**src/rtl/act_lut_interp_pkg.sv**
```systemverilog
// Shared activation constants and the fixed activation LUT contents.
package act_lut_interp_pkg;

    localparam int DEF_ADDR_W = 4;
    localparam int DEF_FRAC_W = 8;
    localparam int DEF_OUT_W  = 8;
    localparam int LUT_DEPTH  = 16;
    localparam int LUT_ADDR_W = $clog2(LUT_DEPTH);
    localparam int LUT_W      = 8;

    // Table entry for a two's-complement segment index (8..15 are the negative segments).
    function automatic logic signed [LUT_W-1:0] lut_entry(input logic [LUT_ADDR_W-1:0] idx);
        case (idx)
            4'd0:    return 8'sd0;
            4'd1:    return 8'sd12;
            4'd2, 4'd3, 4'd4, 4'd5, 4'd6, 4'd7:
                     return 8'sd15;
            4'd8, 4'd9, 4'd10, 4'd11, 4'd12, 4'd13, 4'd14:
                     return -8'sd15;
            default: return -8'sd12;
        endcase
    endfunction

endpackage

```
**src/rtl/act_lut16.sv**
```systemverilog
// Combinational 16-entry activation LUT returning the segment base and the
// following segment value used as the interpolation end point.
module act_lut16
    import act_lut_interp_pkg::*;
#(
    parameter int OUT_W = DEF_OUT_W
) (
    input  logic [LUT_ADDR_W-1:0]  addr,
    output logic signed [OUT_W-1:0] base,
    output logic signed [OUT_W-1:0] next
);

    localparam logic [LUT_ADDR_W-1:0] ADDR_NEG_LAST = '1;
    localparam logic [LUT_ADDR_W-1:0] ADDR_POS_END  = {1'b0, {(LUT_ADDR_W-1){1'b1}}};

    // Segment -1 interpolates toward segment 0; the most positive segment clamps to itself.
    always_comb begin
        base = OUT_W'(lut_entry(addr));
        if (addr == ADDR_NEG_LAST) begin
            next = OUT_W'(lut_entry('0));
        end else if (addr == ADDR_POS_END) begin
            next = base;
        end else begin
            next = OUT_W'(lut_entry(addr + LUT_ADDR_W'(1)));
        end
    end

endmodule

```
**src/rtl/act_lut_interp.sv**
```systemverilog
// Three-stage piecewise-linear activation: address/fraction register, LUT
// register, interpolated output register, with a single stall enable.
module act_lut_interp
    import act_lut_interp_pkg::*;
#(
    parameter int ADDR_W = DEF_ADDR_W,
    parameter int FRAC_W = DEF_FRAC_W,
    parameter int OUT_W  = DEF_OUT_W
) (
    input  logic                     clk,
    input  logic                     rst,
    input  logic                     in_valid,
    output logic                     in_ready,
    input  logic [ADDR_W+FRAC_W-1:0] in_data,
    input  logic                     in_last,
    output logic                     out_valid,
    input  logic                     out_ready,
    output logic signed [OUT_W-1:0]  out_data,
    output logic                     out_last,
    output logic [15:0]              out_count
);

    localparam int PROD_W = OUT_W + FRAC_W + 1;

    logic                     en;
    logic [ADDR_W-1:0]        a1;
    logic [FRAC_W-1:0]        f1;
    logic                     l1;
    logic                     v1;
    logic signed [OUT_W-1:0]  lut_base;
    logic signed [OUT_W-1:0]  lut_next;
    logic signed [OUT_W-1:0]  b2;
    logic signed [OUT_W-1:0]  n2;
    logic [FRAC_W-1:0]        f2;
    logic                     l2;
    logic                     v2;
    logic signed [OUT_W:0]    diff;
    logic signed [PROD_W-1:0] prod;
    logic signed [OUT_W-1:0]  result;

    // Reset is folded into the enable so the input side stays ready while
    // the pipeline is being cleared, even if the output was stalled.
    assign en       = out_ready | ~out_valid | rst;
    assign in_ready = en;

    act_lut16 #(
        .OUT_W (OUT_W)
    ) u_lut (
        .addr (a1),
        .base (lut_base),
        .next (lut_next)
    );

    // Stage 1: capture segment address, fraction and framing.
    always_ff @(posedge clk) begin
        if (rst) begin
            a1 <= '0;
            f1 <= '0;
            l1 <= 1'b0;
            v1 <= 1'b0;
        end else if (en) begin
            a1 <= in_data[ADDR_W+FRAC_W-1:FRAC_W];
            f1 <= in_data[FRAC_W-1:0];
            l1 <= in_last;
            v1 <= in_valid;
        end
    end

    // Stage 2: capture the two LUT end points for the segment.
    always_ff @(posedge clk) begin
        if (rst) begin
            b2 <= '0;
            n2 <= '0;
            f2 <= '0;
            l2 <= 1'b0;
            v2 <= 1'b0;
        end else if (en) begin
            b2 <= lut_base;
            n2 <= lut_next;
            f2 <= f1;
            l2 <= l1;
            v2 <= v1;
        end
    end

    // Linear interpolation; the arithmetic shift floors toward -inf.
    always_comb begin
        diff   = (OUT_W+1)'(n2) - (OUT_W+1)'(b2);
        prod   = PROD_W'(diff) * PROD_W'($signed({1'b0, f2}));
        result = OUT_W'(b2 + (prod >>> FRAC_W));
    end

    // Output register: holds its value whenever the consumer stalls.
    always_ff @(posedge clk) begin
        if (rst) begin
            out_data  <= '0;
            out_last  <= 1'b0;
            out_valid <= 1'b0;
        end else if (en) begin
            out_data  <= result;
            out_last  <= l2;
            out_valid <= v2;
        end
    end

    // Emitted-sample counter, cleared after the last sample of a layer.
    always_ff @(posedge clk) begin
        if (rst) begin
            out_count <= '0;
        end else if (out_valid && out_ready) begin
            out_count <= out_last ? '0 : out_count + 16'd1;
        end
    end

endmodule

```
**config.mk**
```make
export PLATFORM = sky130hd
export DESIGN_NAME = act_lut_interp
export DESIGN_NICKNAME = d
export VERILOG_FILES = /design/src/rtl/act_lut_interp_pkg.sv /design/src/rtl/act_lut16.sv /design/src/rtl/act_lut_interp.sv
export SDC_FILE = /design/constraint.sdc
export NUM_CORES = 1
export LEC_CHECK = 0
export ABC_AREA = 0
export BUFFER_PORTS_ARGS = -buffer_cell sky130_fd_sc_hd__buf_2
export CORE_ASPECT_RATIO = 0.5
export CORE_MARGIN = 2
export CORE_UTILIZATION = 54
export CTS_CLUSTER_SIZE = 16
export DETAILED_ROUTE_END_ITERATION = 7
export PLACE_DENSITY = 0.82
export SLEW_MARGIN = 20
export SYNTH_ARGS = -nofsm -noshare
export SYNTH_HDL_FRONTEND = slang
export SYNTH_SLANG_ARGS = --single-unit
```
**constraint.sdc**
```tcl
create_clock -name clk -period 6.6 [get_ports clk]
set_input_delay 0 -clock clk [delete_from_list [all_inputs] [get_ports clk]]
set_output_delay 0 -clock clk [all_outputs]
set_load 0.005 [all_outputs]
```
# == Yosys cells after proc, flatten, opt, wreduce, memory -nomap -nowiden ==
# Memory sizes are Yosys's and may differ from the RTL's. A register that Yosys moved wholly into a read port is not among the register bits.
# Index checks and enable logic that the tools add are counted.
# op_classes
reduce_logical,1
n_mul,1
n_addsub,4
n_mux,5
bitwise_logic,3
n_eq_ne,2
# op_table
cell,n
$add 16x1->16 const B,1
$mul 9x9->16,1
$mux 16,1
$mux 8,2
$sub 8x8->9,1
$add 8x8->8,1
$mux 4,2
$add 4x1->4 const B,1
$eq 4x3->1 const B,1
$eq 4x4->1 const B,1
$or 1x1->1,2
$logic_and 1x1->1,1
$not 1->1,1
# word_totals
output_inout_bits,27
inputBits,17
regBits,66
elab_cells,31
mem_count,2
romBits,256
# mem_list
name,depth,width,rd,rd_clocked_by_memory_dff,write_ports,line,source
(no name shown),16,8,1,1,0,act_lut_interp_pkg.sv:13,case (idx)
(no name shown),16,8,1,0,0,act_lut_interp_pkg.sv:13,

# == Logic depth before layout (Yosys ltp) ==
# Gate-level depths: netlist of run 1.
# logic_depth
depth_word,5
ltp_mapped,30
depth_no_buf,30

# == Modules after synthesis ==
# From an unflattened synthesis of run 1, not the netlist that was laid out.
# unflattened
cells_unflattened,712
hier_area_um2,5824.3
# modules_own_cells
module,instances,area_each_um2,cells_per_inst,seq_area_each_um2
act_lut_interp,1,5475.3,668,1321.3
act_lut16,1,349.1,44,0.0

# == Least setup slack after synthesis of run 1 ==
# No wires, ideal clock.
# synth_path
path_kind,register -> register
startpoint,register b2[1]
endpoint,register out_data[7]
setup_ps,79
setup_slack_ps,-401
path_stages_with_launch,31
n_path_buf,1
arrival_time_ps,6921
path_cell_list,dfxtp_1 > inv_1 > ha_1 > nor2b_1 > o21ai_0 > nand2b_1 > a211o_1 > nand2_1 > clkbuf_1 > nand2_1 > fa_1 > inv_1 > fa_1 > inv_1 > fa_1 > fa_1 > inv_1 > ha_1 > or4_4 > a21oi_2 > a21oi_1 > a21oi_1 > o21bai_1 > xor2_1 > ha_1 > nand3_1 > o2111ai_1 > a21o_1 > a21oi_1 > xnor3_1 > a211oi_2
# synth_via
elab_chain_cells,3
# synth_lines
element,line,source
from (decl),act_lut_interp.sv:32,logic signed [OUT_W-1:0] b2;
from (signal assigned),act_lut_interp.sv:78,b2 <= lut_base;
$sub 8x8->9,act_lut_interp.sv:88,diff = (OUT_W+1)'(n2) - (OUT_W+1)'(b2);
$mul 9x9->16,act_lut_interp.sv:89,"prod = PROD_W'(diff) * PROD_W'($signed({1'b0, f2}));"
$add 8x8->8 (*),act_lut_interp.sv:90,result = OUT_W'(b2 + (prod >>> FRAC_W));
to (signal assigned),act_lut_interp.sv:100,out_data <= result;
to (decl),act_lut_interp.sv:18,"output logic signed [OUT_W-1:0] out_data,"
# Mark *: on every way between the ends. The rest lies on a longest branch, timed or not.
# A chain may end at the register's enable or synchronous reset.

# == Final worst setup path of run 1 ==
# layout_path
startpoint,register n2[0]
endpoint,register out_data[7]
# layout_via
elab_chain_cells,3
# layout_lines
element,line,source
from (decl),act_lut_interp.sv:33,logic signed [OUT_W-1:0] n2;
from (signal assigned),act_lut_interp.sv:79,n2 <= lut_next;
$sub 8x8->9,act_lut_interp.sv:88,
$mul 9x9->16,act_lut_interp.sv:89,
$add 8x8->8,act_lut_interp.sv:90,
# Every way passes these cells.

==> insert_results.sql, run 1 <==
INSERT INTO impl_metrics (metric_group, metric, value, unit) VALUES
('routing', 'routed_wl', '14300', 'µm'),
('yosys', 'number_of_synthesized_flops_with_an_enable_pin', '0', ''),
('layout', 'final_cell_count_no_fill', '858', ''),
('critical_path', 'critical_path.reg2reg.endpoint', 'out_data[7]', ''),
('pwr', 'power_density', '236', 'nW/µm²'),
('pwr', 'cell_internal_pwr', '1.01', 'mW'),
('placed_design', 'gpl.final_weighted_congestion', '0.890', ''),
('placed_design', 'dpl_worst_slack', '-0.231', 'ns'),
('layout', 'drive_gt1_frac', '0.198', ''),
('layout', 'syn_to_final_growth', '20.4', '%'),
('floorplan', 'placement_rows', '25', ''),
('sta', 'rsz0062_at_grt', 'yes', ''),
('yosys', 'synthCells', '638', ''),
('routing', 'total_number_of_vias', '4638', ''),
('floorplan', 'floorplan.core_area', '9630', 'µm²'),
('critical_path', 'critPathRequiredTime', '6.84', 'ns'),
('clock_network', 'clk_pin_slew_worst_paths', '0.06', 'ns'),
('hold_path', 'min_path_type', 'in2reg', ''),
('yosys', 'avg_synthesized_cell_area', '8.57', 'µm²'),
('global_route', 'groute.usage.overall', '0.260', ''),
('outcome', 'run_status', 'complete, but fails checks', ''),
('critical_path', 'r2r_cells', '30', ''),
('sta', 'clock_skews', '0.00708', 'ns'),
('floorplan', 'design.die.area', '11000', 'µm²'),
('pwr', 'part_of_the_total_power_dissipated_in_sequential_elements', '0.295', ''),
('sta', 'fin_hold_viols', '0', ''),
('yosys', 'yosysTopAreaCell', 'sky130_fd_sc_hd__dfxtp_1', ''),
('critical_path', 'critPathMaxStageDelay', '0.62', 'ns'),
('sta', 'period_share', '1.04', ''),
('pwr', 'power_frac_comb', '0.407', ''),
('yosys', 'synth.lib_cells_used.distinct', '48', ''),
('critical_path', 'timing.critical_path.arrival', '7.11', 'ns'),
('floorplan', 'die-width', '146', 'µm'),
('floorplan', 'initial_utilization', '0.568', ''),
('routing', 'antenna_violating_nets_post_route', '0', ''),
('sta', 'fmax', '0.145', 'GHz'),
('pwr', 'ir_worst_vdd', '0.000267', 'V'),
('pwr', 'net_switching_component_of_the_power', '0.544', 'mW'),
('routing', 'drt_pre_antenna_iters', '6', ''),
('yosys', 'synthesis.yosys.warnings', '0', ''),
('placed_design', 'portBuffers', '43', ''),
('pwr', 'power.share.switching', '0.350', ''),
('clock_network', 'clock_root_buffer', 'sky130_fd_sc_hd__clkbuf_16', ''),
('sta', 'setup_slack', '-0.274', 'ns'),
('critical_path', 'critical_path.startpoint_type', 'flop', ''),
('yosys', 'yosysTopAreaCellShare', '0.238', ''),
('critical_path', 'cp-end-kind', 'flop', ''),
('flow_run', 'maxCapViolations', '0', ''),
('placed_design', 'dp_hpwl', '8860', 'µm'),
('routing', 'via_per_inst', '5.41', ''),
('layout', 'num-nets-final', '837', ''),
('clock_network', 'htreeDepth', '3', ''),
('global_route', 'grt_start_max_net_pins', '53', ''),
('pwr', 'p_leak', '3.21', 'nW'),
('critical_path', 'critPathCapture', 'out_data[7]', ''),
('sta', 'worstMarginPinSlew', '1.01', 'ns'),
('layout', 'final_core_utilization', '0.684', ''),
('layout', 'finalInstanceArea', '6590', 'µm²'),
('layout', 'area_of_the_multi_input_gates', '3800', 'µm²'),
('sta', 'finalSetupViolCount', '5', ''),
('yosys', 'synth.net_count', '756', ''),
('critical_path', 'worstSetupPathType', 'reg2reg', ''),
('clock_network', 'clock-sinks', '65', ''),
('layout', 'antennaDiodeCount', '0', ''),
('clock_network', 'later_pin_clock_latency_in_the_skew_report', '0.33', 'ns'),
('sta', 'slew_headroom', '0.326', ''),
('outcome', 'failed_checks', 'negative setup slack', ''),
('global_route', 'overflow_left_after_global_routing', '0', ''),
('routing', 'remaining_drc_errors', '0', ''),
('critical_path', 'r2r_path_start', 'n2[0]', ''),
('sta', 'timing_max_transition_violations_final', '0', '');
[layer usage]
layer  part of all wire  vias up  wire, µm  global-route usage
li1                   -     2159         -                   -
met1               0.42     2201      5920               0.317
met2               0.48      211      6850               0.467
met3              0.064       67       916              0.0545
met4              0.041        0       580               0.105
met5                  0        -         0                   0
[worst min-delay path by stage]
stage,to,slack (ns),cells after the start
4_1_cts,a1[0],0.001,3
5_1_grt,a1[0],0.02,3
3_3_place_gp,f1[3],0.25,3
6_report,a1[0],0.01,3
3_5_place_dp,f1[4],0.25,3
2_1_floorplan,a1[1],0.08,1
[cell families (layout without fill, tap and decap cells)]
| group | Yosys count | in the layout | synth area share |
|---|---|---|---|
| buffers and inverters | 126 | 211 | 0.0963 |
| adder cells (fa/ha/maj) | 101 | 101 | 0.309 |
| AND/OR/NAND/NOR | 221 | 221 | 0.192 |
| XOR/XNOR | 40 | 40 | 0.0666 |
| multiplexers | 3 | 3 | 0.00549 |
| flip-flops | 65 | 65 | 0.238 |
| AO/OA/AOI/OAI | 82 | 82 | 0.0926 |
[power groups by stage]
| stage | clock [mW] | combinational (mW) | sequential, mW |
|---|---|---|---|
| 6_report | 0.463 | 0.632 | 0.459 |
| 3_5_place_dp | 0 | 0.534 | 0.461 |
| 2_1_floorplan | 0 | 0.362 | 0.454 |
| 3_3_place_gp | 0 | 0.515 | 0.460 |
| 5_1_grt | 0.480 | 0.695 | 0.462 |
| 4_1_cts | 0.459 | 0.577 | 0.454 |
[cells in the mapped netlist (2+ instances only)]
| cell | n |
|---|---|
| sky130_fd_sc_hd__buf_1 | 3 |
| sky130_fd_sc_hd__buf_6 | 3 |
| sky130_fd_sc_hd__and4_1 | 2 |
| sky130_fd_sc_hd__xnor2_1 | 20 |
| sky130_fd_sc_hd__nor2b_1 | 14 |
| sky130_fd_sc_hd__and3_1 | 4 |
| sky130_fd_sc_hd__xor2_1 | 19 |
| sky130_fd_sc_hd__a21oi_1 | 45 |
| sky130_fd_sc_hd__nand2b_1 | 20 |
| sky130_fd_sc_hd__and2_1 | 19 |
| sky130_fd_sc_hd__dfxtp_1 | 65 |
| sky130_fd_sc_hd__nand2_1 | 102 |
| sky130_fd_sc_hd__o21ai_0 | 11 |
| sky130_fd_sc_hd__nor3_1 | 4 |
| sky130_fd_sc_hd__a221oi_1 | 2 |
| sky130_fd_sc_hd__nor2_1 | 35 |
| sky130_fd_sc_hd__nor3b_1 | 2 |
| sky130_fd_sc_hd__inv_1 | 99 |
| sky130_fd_sc_hd__nand4_1 | 3 |
| sky130_fd_sc_hd__clkbuf_1 | 17 |
| sky130_fd_sc_hd__mux2i_1 | 3 |
| sky130_fd_sc_hd__fa_1 | 57 |
| sky130_fd_sc_hd__a211oi_1 | 4 |
| sky130_fd_sc_hd__clkbuf_8 | 3 |
| sky130_fd_sc_hd__a21o_1 | 4 |
| sky130_fd_sc_hd__ha_1 | 44 |
| sky130_fd_sc_hd__o21bai_1 | 2 |
| sky130_fd_sc_hd__nand3b_1 | 2 |
| sky130_fd_sc_hd__a31oi_1 | 2 |
| sky130_fd_sc_hd__nand3_1 | 10 |
[state kept, by name, indices dropped and copies added (netlist names)]
signal	flops
out_last	1
f1	8
out_data	8
f2	8
b2	5
l2	1
u_lut.base	5
out_count	16
out_valid	1
a1	4
l1	1
v2	1
n2	5
v1	1
[timing repair]
action | in CTS | in global routing
setup endpoints to repair | 5 | 6
hold buffers | 10 | 0
gates cloned | 0 | 0
setup buffers | 9 | 1
pin swaps | 24 | 22
endpoints found under the hold margin | 10 | 0
resized for setup | 16 | 17
[cells in the final DEF, fill, tap and decap left out, types with 3 or more instances in the layout]
cell	n
sky130_fd_sc_hd__a211oi_1	4
sky130_fd_sc_hd__a21o_1	4
sky130_fd_sc_hd__a21oi_1	39
sky130_fd_sc_hd__a21oi_2	5
sky130_fd_sc_hd__and2_1	19
sky130_fd_sc_hd__and3_1	4
sky130_fd_sc_hd__buf_2	43
sky130_fd_sc_hd__buf_4	42
sky130_fd_sc_hd__clkbuf_16	9
sky130_fd_sc_hd__clkinv_2	3
sky130_fd_sc_hd__dfxtp_1	63
sky130_fd_sc_hd__dlygate4sd3_1	10
sky130_fd_sc_hd__fa_1	53
sky130_fd_sc_hd__fa_2	4
sky130_fd_sc_hd__ha_1	40
sky130_fd_sc_hd__ha_4	3
sky130_fd_sc_hd__inv_1	94
sky130_fd_sc_hd__inv_2	5
sky130_fd_sc_hd__mux2i_1	3
sky130_fd_sc_hd__nand2_1	101
sky130_fd_sc_hd__nand2b_1	18
sky130_fd_sc_hd__nand3_1	8
sky130_fd_sc_hd__nand4_1	3
sky130_fd_sc_hd__nor2_1	35
sky130_fd_sc_hd__nor2b_1	12
sky130_fd_sc_hd__nor3_1	4
sky130_fd_sc_hd__o21ai_0	7
sky130_fd_sc_hd__o21ai_1	3
sky130_fd_sc_hd__o21ai_2	3
sky130_fd_sc_hd__xnor2_1	18
sky130_fd_sc_hd__xor2_1	19
[per-stage QoR]
stage / power [mW] / TNS, ns
5_1_grt: 1.64 / -1.96
2_1_floorplan: 0.816 / 0
3_5_place_dp: 0.995 / -0.528
3_3_place_gp: 0.975 / -0.0862
4_1_cts: 1.49 / -0.332
6_report: 1.55 / -0.763
[final cells by class]
| cell class | instances | share of cell area |
|---|---|---|
| clock buffers | 9 | 0.0342 |
| repair buffers | 97 | 0.0992 |
| flip-flops and latches | 65 | 0.198 |
| inverters | 99 | 0.0564 |
| multi-input cells | 447 | 0.577 |
| well taps | 135 | 0.0257 |
| clock inverters | 6 | 0.00912 |
[worst max-delay path: cells and delay by family (launching register included)]
kind	cells	cell delay, ns
fa+ha+maj	9	3.62
flops	1	0.33
compound gates	9	1.25
simple gates	5	0.94
buf+inv	5	0.24
xor+xnor	2	0.38
Note: power is estimated with default switching activity, not from simulation.
==> inputs of run 2 (changes only) <==
- CTS_CLUSTER_DIAMETER: unset -> 100
- PLACE_DENSITY: 0.82 -> 0.76
==> run 2 against run 1 <==
  * The flow still finishes with violations (negative setup slack)
  * Clock-buffer cell count increased by 2
  * Cell area increased by 2.2%
  * Via count decreased by 5.4%
  * Sequential share of layout area decreased by 0.41 points
  * Combinational power decreased by 0.8%
  * Sequential power decreased by 0.9%
  * Clock power increased by 17%
  * First-iteration DRC count decreased by 35%
  * Largest power group unchanged
==> insert_results.sql, run 2 (synthesis gave the netlist of run 1 again) <==
INSERT INTO impl_metrics (metric_group, metric, value, unit) VALUES
('routing', 'total_number_of_vias', '4387', ''),
('routing', 'routed_wl', '12600', 'µm'),
('routing', 'via_per_inst', '5.07', ''),
('layout', 'largest_register_ffs', '16', ''),
('floorplan', 'design.die.area', '11000', 'µm²'),
('sta', 'timing_max_transition_violations_final', '0', ''),
('clock_network', 'cts_buffers', '9', ''),
('sta', 'clock_skews', '0.00455', 'ns'),
('layout', 'finalInstanceArea', '6730', 'µm²'),
('floorplan', 'placement_rows', '25', ''),
('sta', 'fmax', '0.147', 'GHz'),
('placed_design', 'dpl_worst_slack', '-0.228', 'ns'),
('critical_path', 'r2r_path_start', 'b2[2]', ''),
('global_route', 'overflow_left_after_global_routing', '0', ''),
('routing', 'initialDrtViolationCount', '177', ''),
('layout', 'drive_gt1_frac', '0.205', ''),
('clock_network', 'clk_pin_slew_worst_paths', '0.05', 'ns'),
('sta', 'fin_hold_ws', '0.0243', 'ns'),
('clock_network', 'clock-sinks', '65', ''),
('clock_network', 'clock_root_buffer', 'sky130_fd_sc_hd__clkbuf_16', ''),
('hold_path', 'min_path_type', 'in2reg', ''),
('critical_path', 'critPathMaxStageDelay', '0.54', 'ns'),
('critical_path', 'timing.critical_path.arrival', '7.00', 'ns'),
('global_route', 'first_global_vias', '4438', ''),
('clock_network', 'htreeDepth', '3', ''),
('placed_design', 'gpl.final_weighted_congestion', '0.911', ''),
('sta', 'fin_hold_viols', '0', ''),
('sta', 'period_share', '1.03', ''),
('flow_run', 'maxCapViolations', '0', ''),
('pwr', 'p_leak', '3.27', 'nW'),
('placed_design', 'portBuffers', '43', ''),
('critical_path', 'worst-path-max-fanout', '3', ''),
('outcome', 'run_status', 'complete, but fails checks', ''),
('sta', 'setup_tns', '-0.674', 'ns'),
('sta', 'worstMarginPinSlew', '0.996', 'ns'),
('routing', 'detail_route.wl_per_cell', '14.6', 'µm'),
('global_route', 'grt_start_max_net_pins', '53', ''),
('sta', 'slew_headroom', '0.335', ''),
('placed_design', 'dp_hpwl', '8690', 'µm'),
('critical_path', 'critical_path.most_common_cell', 'sky130_fd_sc_hd__buf_4', ''),
('layout', 'antennaDiodeCount', '0', ''),
('global_route', 'number_of_antenna_violations_at_the_first_check_in_global_routing', '0', ''),
('outcome', 'failed_checks', 'negative setup slack', ''),
('hold_path', 'worstHoldStart', 'out_ready', ''),
('sta', 'rsz0062_at_grt', 'yes', ''),
('routing', 'drt_pre_antenna_iters', '4', ''),
('critical_path', 'worstSetupPathType', 'reg2reg', ''),
('critical_path', 'critical_path.startpoint_type', 'flop', ''),
('clock_network', 'tritoncts_clock_tree', 'yes', ''),
('layout', 'layout_common_cells', 'sky130_fd_sc_hd__nand2_1, sky130_fd_sc_hd__inv_1, sky130_fd_sc_hd__dfxtp_1', ''),
('layout', 'final_core_utilization', '0.699', ''),
('layout', 'syn_to_final_growth', '23.0', '%'),
('floorplan', 'floorplan.core_area', '9630', 'µm²'),
('routing', 'remaining_drc_errors', '0', ''),
('clock_network', 'later_pin_clock_latency_in_the_skew_report', '0.32', 'ns'),
('clock_network', 'clk_path_buf_depth', '2', ''),
('layout', 'final_common_cell', 'sky130_fd_sc_hd__nand2_1', ''),
('critical_path', 'cp-end-kind', 'flop', ''),
('layout', 'regMostFlops', 'out_count', ''),
('sta', 'layout_min_cycle_time', '6.82', 'ns'),
('critical_path', 'critPathLaunch', 'b2[2]', ''),
('critical_path', 'critPathRequiredTime', '6.77', 'ns'),
('floorplan', 'io_pins', '44', ''),
('floorplan', 'die-width', '146', 'µm'),
('critical_path', 'crit_slowest_cell', 'sky130_fd_sc_hd__fa_1', ''),
('layout', 'num-nets-final', '843', ''),
('global_route', 'groute.usage.overall', '0.237', ''),
('floorplan', 'initial_utilization', '0.568', ''),
('pwr', 'power_density', '242', 'nW/µm²'),
('placed_design', 'placed_area', '6030', 'µm²'),
('floorplan', 'fp.dieH', '75.2', 'µm'),
('global_route', 'grt_pass1_wl', '20800', 'µm'),
('pwr', 'ir_worst_vdd', '0.000221', 'V'),
('routing', 'antenna_violating_nets_post_route', '0', ''),
('sta', 'setup_slack', '-0.225', 'ns'),
('sta', 'finalSetupViolCount', '5', '');
## run 2: cell count changes in the layout (fill, tap and decap cells not counted), moves of 2 or more
cell / change
sky130_fd_sc_hd__buf_4: +5
sky130_fd_sc_hd__inv_1: +4
sky130_fd_sc_hd__inv_2: -4
sky130_fd_sc_hd__ha_1: -3
sky130_fd_sc_hd__ha_2: +3
sky130_fd_sc_hd__a21oi_2: -2
sky130_fd_sc_hd__bufinv_16: +2
sky130_fd_sc_hd__clkinv_2: -2
## run 2: layer usage
layer / wire [µm] / part of all wire / vias up / GRT usage
met4: 129 / 0.010 / 0 / 0.0626
met3: 722 / 0.057 / 15 / 0.0618
met1: 5740 / 0.45 / 2090 / 0.309
met5: 0 / 0 / - / 0
met2: 6040 / 0.48 / 112 / 0.406
li1: - / - / 2170 / -
## run 2: repair_timing
action,4_1_cts,5_1_grt
gates resized for setup,24,11
buffers inserted,8,5
pin swaps,24,23
cloned,0,0
hold buffers,11,0
endpoints found under the hold margin,11,0
setup endpoints to repair,4,5
## run 2: power by group
group          internal, mW  leakage (nW)  switching (mW)  total, mW
Clock                 0.378         0.166           0.166      0.544
Sequential            0.428         0.536          0.0269      0.455
Combinational         0.303          2.56           0.324      0.627
Total                  1.11          3.27           0.517       1.63
## run 2: worst max-delay path: cells and delay by family, from the launching register on
family	cells	cell delay, ns
compound gates	10	1.27
xor+xnor	2	0.36
fa+ha+maj	7	2.82
buf+inv	10	1.05
flops	1	0.33
simple gates	4	0.84
## run 2: cell type report
| type | count | area (µm²) |
|---|---|---|
| multi-input combinational | 447 | 3830 |
| fill | 715 | 2900 |
| sequential | 65 | 1310 |
| timing repair buffer | 103 | 709 |
| inverter | 99 | 372 |
| clock buffer | 11 | 243 |
| tap | 135 | 169 |
| clock inverter | 5 | 103 |
## run 2: per-stage QoR
| stage | instances | power [mW] |
|---|---|---|
| final | 865 | 1.63 |
| after global routing | 865 | 1.72 |
| after CTS | 860 | 1.58 |
| after detailed placement | 825 | 1.00 |
| after global placement | 825 | 0.985 |
| after floorplan | 638 | 0.816 |
## run 2: final timing paths
kind	endpoint	depth (start not counted)	slack, ns
setup / recovery	out_data[6]	33	-0.22
hold / removal	out_count[1]	3	0.02
setup reg to reg	out_data[6]	33	-0.22
hold reg to reg	v1	2	0.45
